$ cat config.mk
export PLATFORM = sky130hd
export DESIGN_NAME = updi_uart_tx_flat
export DESIGN_NICKNAME = d
export VERILOG_FILES = /design/src/rtl/updi_uart_tx_if.sv /design/src/rtl/updi_uart_tx.sv /design/src/flat_wrapper.sv
export SDC_FILE = /design/constraint.sdc
export NUM_CORES = 1
export LEC_CHECK = 0
export CAP_MARGIN = 20
export CORE_MARGIN = 4
export CORE_UTILIZATION = 50
export CTS_BUF_LIST = sky130_fd_sc_hd__clkbuf_16
export DETAILED_ROUTE_END_ITERATION = 8
export DONT_BUFFER_PORTS = 1
export PLACE_DENSITY = 0.73
export SLEW_MARGIN = 20
export SYNTH_ARGS = -nofsm -noshare
export SYNTH_HDL_FRONTEND = slang
export SYNTH_SLANG_ARGS = --single-unit
$ cat constraint.sdc
create_clock -name clk -period 2.25 [get_ports clk]
set_clock_uncertainty 0.1 [all_clocks]
set_input_delay 0.225 -clock clk [delete_from_list [all_inputs] [get_ports clk]]
set_output_delay 0.225 -clock clk [all_outputs]
set_load 0.02 [all_outputs]
$ cat src/rtl/updi_uart_tx_if.sv
// updi_uart_tx_if: TX FIFO read handshake between the FIFO (slave) and the UPDI serializer (master)
interface updi_uart_tx_if;
  logic [7:0] fifo_data;
  logic       fifo_empty;
  logic       fifo_rd_en;
  modport master (input fifo_data, input fifo_empty, output fifo_rd_en);
  modport slave (output fifo_data, output fifo_empty, input fifo_rd_en);
endinterface

$ cat src/rtl/updi_uart_tx.sv
// updi_uart_tx: UPDI frame serializer (start, 8N LSB-first, even parity, 2 stop); UPDI_TX_IDLE_GAP_EN adds a released guard gap
module updi_uart_tx #(
  parameter int UART_CLK_DIV  = 10,
  parameter int IDLE_GAP_BITS = 2
) (
  input  logic clk,
  input  logic rst,
  input  logic tx_enable,
  updi_uart_tx_if.master fifo,
  output logic tx_out,
  output logic tx_oe,
  output logic busy,
  output logic frame_done
);
  localparam int CW = $clog2(UART_CLK_DIV);
  localparam logic [CW-1:0] CNT_LAST = CW'(UART_CLK_DIV - 1);
  if (UART_CLK_DIV < 2 || IDLE_GAP_BITS < 1 || IDLE_GAP_BITS > 15) begin : g_bad_cfg
    $error("updi_uart_tx: illegal UART_CLK_DIV or IDLE_GAP_BITS");
  end
  typedef enum logic [2:0] {
    IDLE, START, DATA, PARITY, STOP
`ifdef UPDI_TX_IDLE_GAP_EN
    , GAP
`endif
  } state_t;
  state_t state_q;
  logic [CW-1:0] cnt_q, cnt_d;
  logic [2:0] idx_q;
  logic [7:0] sh_q;
  logic par_q, tx_out_q, tx_oe_q, tick, pop;
`ifdef UPDI_TX_IDLE_GAP_EN
  localparam logic [3:0] GAP_LAST = 4'(IDLE_GAP_BITS - 1);
  logic [3:0] gap_q;
`endif
  // bit-time tick, pop decision and frame-end decode from registered state
  always_comb begin
    tick = cnt_q == CNT_LAST;
    pop = state_q == IDLE && tx_enable && !fifo.fifo_empty && !rst;
    cnt_d = (state_q == IDLE || tick) ? '0 : cnt_q + CW'(1);
`ifdef UPDI_TX_IDLE_GAP_EN
    frame_done = tick && state_q == GAP && gap_q == GAP_LAST;
`else
    frame_done = tick && state_q == STOP && idx_q == 3'd1;
`endif
  end
  assign fifo.fifo_rd_en = pop;
  assign busy = state_q != IDLE || pop;
  assign tx_out = tx_out_q;
  assign tx_oe = tx_oe_q;
  // frame sequencer; line outputs are registered one cycle ahead of the bit they show
  always_ff @(posedge clk) begin
    if (rst) begin
      state_q <= IDLE;
      cnt_q <= '0;
      idx_q <= '0;
      sh_q <= '0;
      par_q <= 1'b0;
      tx_out_q <= 1'b1;
      tx_oe_q <= 1'b0;
`ifdef UPDI_TX_IDLE_GAP_EN
      gap_q <= '0;
`endif
    end else begin
      cnt_q <= cnt_d;
      case (state_q)
        IDLE: if (pop) begin
          sh_q <= fifo.fifo_data;
          par_q <= ^fifo.fifo_data;
          state_q <= START;
          tx_out_q <= 1'b0;
          tx_oe_q <= 1'b1;
        end
        START: if (tick) begin
          state_q <= DATA;
          idx_q <= '0;
          tx_out_q <= sh_q[0];
        end
        DATA: if (tick) begin
          if (idx_q == 3'd7) begin
            state_q <= PARITY;
            tx_out_q <= par_q;
          end else begin
            idx_q <= idx_q + 3'd1;
            sh_q <= sh_q >> 1;
            tx_out_q <= sh_q[1];
          end
        end
        PARITY: if (tick) begin
          state_q <= STOP;
          idx_q <= '0;
          tx_out_q <= 1'b1;
        end
        STOP: if (tick) begin
          if (idx_q == 3'd1) begin
            tx_oe_q <= 1'b0;
`ifdef UPDI_TX_IDLE_GAP_EN
            state_q <= GAP;
            gap_q <= '0;
`else
            state_q <= IDLE;
`endif
          end else idx_q <= 3'd1;
        end
`ifdef UPDI_TX_IDLE_GAP_EN
        GAP: if (tick) begin
          if (gap_q == GAP_LAST) state_q <= IDLE;
          else gap_q <= gap_q + 4'd1;
        end
`endif
        default: state_q <= IDLE;
      endcase
    end
  end
endmodule

$ cat src/flat_wrapper.sv
// flat-port wrapper written by rule: the top's interface ports become plain ports
module updi_uart_tx_flat 
#(
  parameter int UART_CLK_DIV  = 10,
  parameter int IDLE_GAP_BITS = 2
)
  (clk, rst, tx_enable, tx_out, tx_oe, busy, frame_done, fifo_fifo_data, fifo_fifo_empty, fifo_fifo_rd_en);
  updi_uart_tx_if fifo_i ();
  input  logic clk;
  input  logic rst;
  input  logic tx_enable;
  output logic tx_out;
  output logic tx_oe;
  output logic busy;
  output logic frame_done;
  input wire logic [$bits(fifo_i.fifo_data)-1:0] fifo_fifo_data;
  input wire logic [$bits(fifo_i.fifo_empty)-1:0] fifo_fifo_empty;
  output wire logic [$bits(fifo_i.fifo_rd_en)-1:0] fifo_fifo_rd_en;
  assign fifo_i.fifo_data = fifo_fifo_data;
  assign fifo_i.fifo_empty = fifo_fifo_empty;
  assign fifo_fifo_rd_en = fifo_i.fifo_rd_en;
  updi_uart_tx #(.UART_CLK_DIV(UART_CLK_DIV), .IDLE_GAP_BITS(IDLE_GAP_BITS)) u_core (.clk(clk), .rst(rst), .tx_enable(tx_enable), .fifo(fifo_i), .tx_out(tx_out), .tx_oe(tx_oe), .busy(busy), .frame_done(frame_done));
endmodule
==> flow_summary.ini <==
[clock_tree]
numCtsBuffers = 3
tritoncts = done
clk_pin_slew_ps = 60
cts_resized = 0
clock-root-buffer = clkbuf_16
clockBufferDepth = 2
clk_latency_ps = 250
cts_sinks = 21
ctsHtreeMaxLevel = 1

[power]
total_power_mw = 0.900
power_leakage_nw = 0.468
ir_drop_mv = 0.365
power_density_nw_per_um2 = 705

[cells_and_area]
fillCellCount = 201
fin_area_um2 = 1280
drive_gt1_share_pct = 9.30
antenna_cells = 0
num-nets-final = 147
ff_latch_area_um2 = 420
multiInputGateArea_um2 = 704
layout-area-overhead-vs-synth_pct = 8.05

[global_routing]
antenna_found_initial = 0
grt_max_degree = 17
grt_usage_pct = 14.8
grt-ovfl-total = 0
first_global_vias = 844
grt_pass1_wl_um = 3750

[sta]
setup_viol = 0
fmax_mhz = 517
grt_setup_unrepaired = no
hold_viol = 0
fin_hold_ws_ps = 80.0
fin_crit_sh_pct = 86.0
relSlewSlack_pct = 54.2
finalSetupTns_ps = 0
setup_ws_ps = 316
worst_pin_slew_ps = 684
fin_crit_ps = 1930
slew_viol_final = 0

[logic_synthesis]
async_flop_share_pct = 0
syn_avg_cell_area_um2 = 9.16
ys_seq_area_share_pct = 35.6
netlist_instances = 129
syn_nets = 146
ys_seq_elements = 21
synth.distinct_cells = 33
synth_ff_type = dfxtp_1
synth_edf_count = 0
netlist_area_um2 = 1180
yosys_warnings = 0

[placed_design]
place_congestion = 0.803
port_buffers = 0
postPlaceCellArea_um2 = 1190
dpl.hpwl_um = 1530
dp_worst_setup_slack_ps = 400

[floorplanning]
std_cell_rows = 17
num_io_pins = 17
initial_core_util_pct = 52.9
die_w_um = 56.6
dieArea_um2 = 3200
core_area_um2 = 2230
die_h_um = 56.6

[detailed_routing]
routed_via_density = 5.60
wire_per_inst_um = 13.6
drt_iter0_drc = 22
wl_um = 2140
drt_first_pass_iters = 4
drtAntennaViolNets = 0
route.detailed.drc = 0
vias = 879

[status]
status = finished, final reports clean

[critical_path]
worst-setup-path-type = reg -> out
crit_arrival_ps = 1610
r2r-end = u_core.idx_q[2]$_SDFFE_PP0P_
critPathCaptureType = primary output
critPathLaunchType = flop
critPathMaxFanout = 14
rrSetupSlack_ps = 360
regToRegStartpoint = u_core.idx_q[0]$_SDFFE_PP0P_
cp.required_ps = 1920
ff2ff_path_depth = 7

[hold_path]
holdPathStages = 2
hold_path_end = u_core.par_q$_SDFFE_PP0P_
hp-class = in -> reg
min_from = rst

[flow_run]
max_cap_violations = 0
## metrics by stage
stage	util, %	instances
3_3_place_gp	53.1	152
4_1_cts	57.1	157
5_1_grt	57.1	157
3_5_place_dp	53.1	152
6_report	57.1	157
2_1_floorplan	-	129
## synth_stat cells (2+ instances only)
cell type,n,area [µm²]
buf_2,3,15.0
or3_1,2,12.5
a211oi_2,3,37.5
ha_1,5,62.6
dfxtp_1,21,420
clkbuf_1,2,7.51
a211oi_1,6,45.0
nand4b_1,2,17.5
a21oi_1,8,40.0
mux2i_1,9,90.1
inv_1,3,11.3
nand3b_1,2,15.0
buf_6,2,22.5
nand2_1,5,18.8
nand3_1,4,20.0
nor2b_1,3,18.8
nand2b_1,4,25.0
xor2_1,2,17.5
xnor2_1,8,70.1
nor3_1,3,15.0
o21ai_1,2,10.0
nor2_1,19,71.3
## routing by layer
layer	track usage [%]	up-vias	wire (µm)
met2	23.9	17	1050
met5	0	-	0
met3	3.45	4	104
met4	7.12	0	31
li1	-	455	-
met1	18.2	403	956
## cell type report
type	instances	area share [%]
timing repair buffer	3	1.96
tap	28	2.75
clock inverter	1	0.392
inverter	3	0.882
clock buffer	3	5.88
sequential	21	32.9
multi-input combinational	98	55.2
## flip-flops by register name (all words and copies together) (netlist names)
name	cells
u_core.sh_q	8
u_core.cnt_q	4
u_core.idx_q	3
u_core.state_q	3
u_core.par_q	1
u_core.tx_oe	1
u_core.tx_out	1
## critical path: stages (launching register included)
cell and delay (ps):
dfxtp_1 460, nor2_1 370, nand2_1 150, nor2_1 380
## worst max-delay path by stage
stage / start / slack [ps] / endpoint / cells past startpoint
4_1_cts: u_core.state_q[0]$_SDFFE_PP0P_ / 320 / frame_done / 3
5_1_grt: u_core.idx_q[0]$_SDFFE_PP0P_ / 140 / u_core.idx_q[2]$_SDFFE_PP0P_ / 7
6_report: u_core.state_q[0]$_SDFFE_PP0P_ / 320 / frame_done / 3
3_5_place_dp: u_core.idx_q[0]$_SDFFE_PP0P_ / 400 / u_core.idx_q[0]$_SDFFE_PP0P_ / 7
3_3_place_gp: u_core.idx_q[0]$_SDFFE_PP0P_ / 480 / u_core.sh_q[7]$_SDFFE_PP0P_ / 7
2_1_floorplan: u_core.idx_q[0]$_SDFFE_PP0P_ / 480 / u_core.sh_q[1]$_SDFFE_PP0P_ / 7
## power breakdown
part | leakage (nW) | total (mW) | internal, mW | switching (mW)
registers | 0.171 | 0.416 | 0.391 | 0.0250
clock network | 0.0409 | 0.376 | 0.239 | 0.137
logic | 0.257 | 0.109 | 0.0483 | 0.0605
total | 0.468 | 0.900 | 0.678 | 0.222
## cells by family after synthesis
group                    Yosys count  synth area share (%)
buffers and inverters             10                  4.77
multiplexers                       9                  7.63
XOR/XNOR                          10                  7.42
AO/OA/AOI/OAI                     24                  14.2
AND/OR/NAND/NOR                   50                  25.1
flip-flops                        21                  35.6
adder cells (fa/ha/maj)            5                  5.30
## layout by cell type, fill, tap and decap left out, types with 3 or more instances in the layout
master / n
a211oi_2: 3
nand3_1: 4
mux2i_1: 9
nand2_1: 5
a21oi_1: 8
nor3_1: 3
nand2b_1: 4
dfxtp_1: 21
clkbuf_16: 3
ha_1: 5
inv_1: 3
xnor2_1: 8
nor2b_1: 3
a211oi_1: 6
nor2_1: 19
## what timing repair did
action                     4_1_cts  5_1_grt
hold buffers                     1        0
setup endpoints to repair        0        0
hold endpoints to repair        16        0
setup buffers                    0        0
Note: power is estimated with default switching activity, not from simulation.
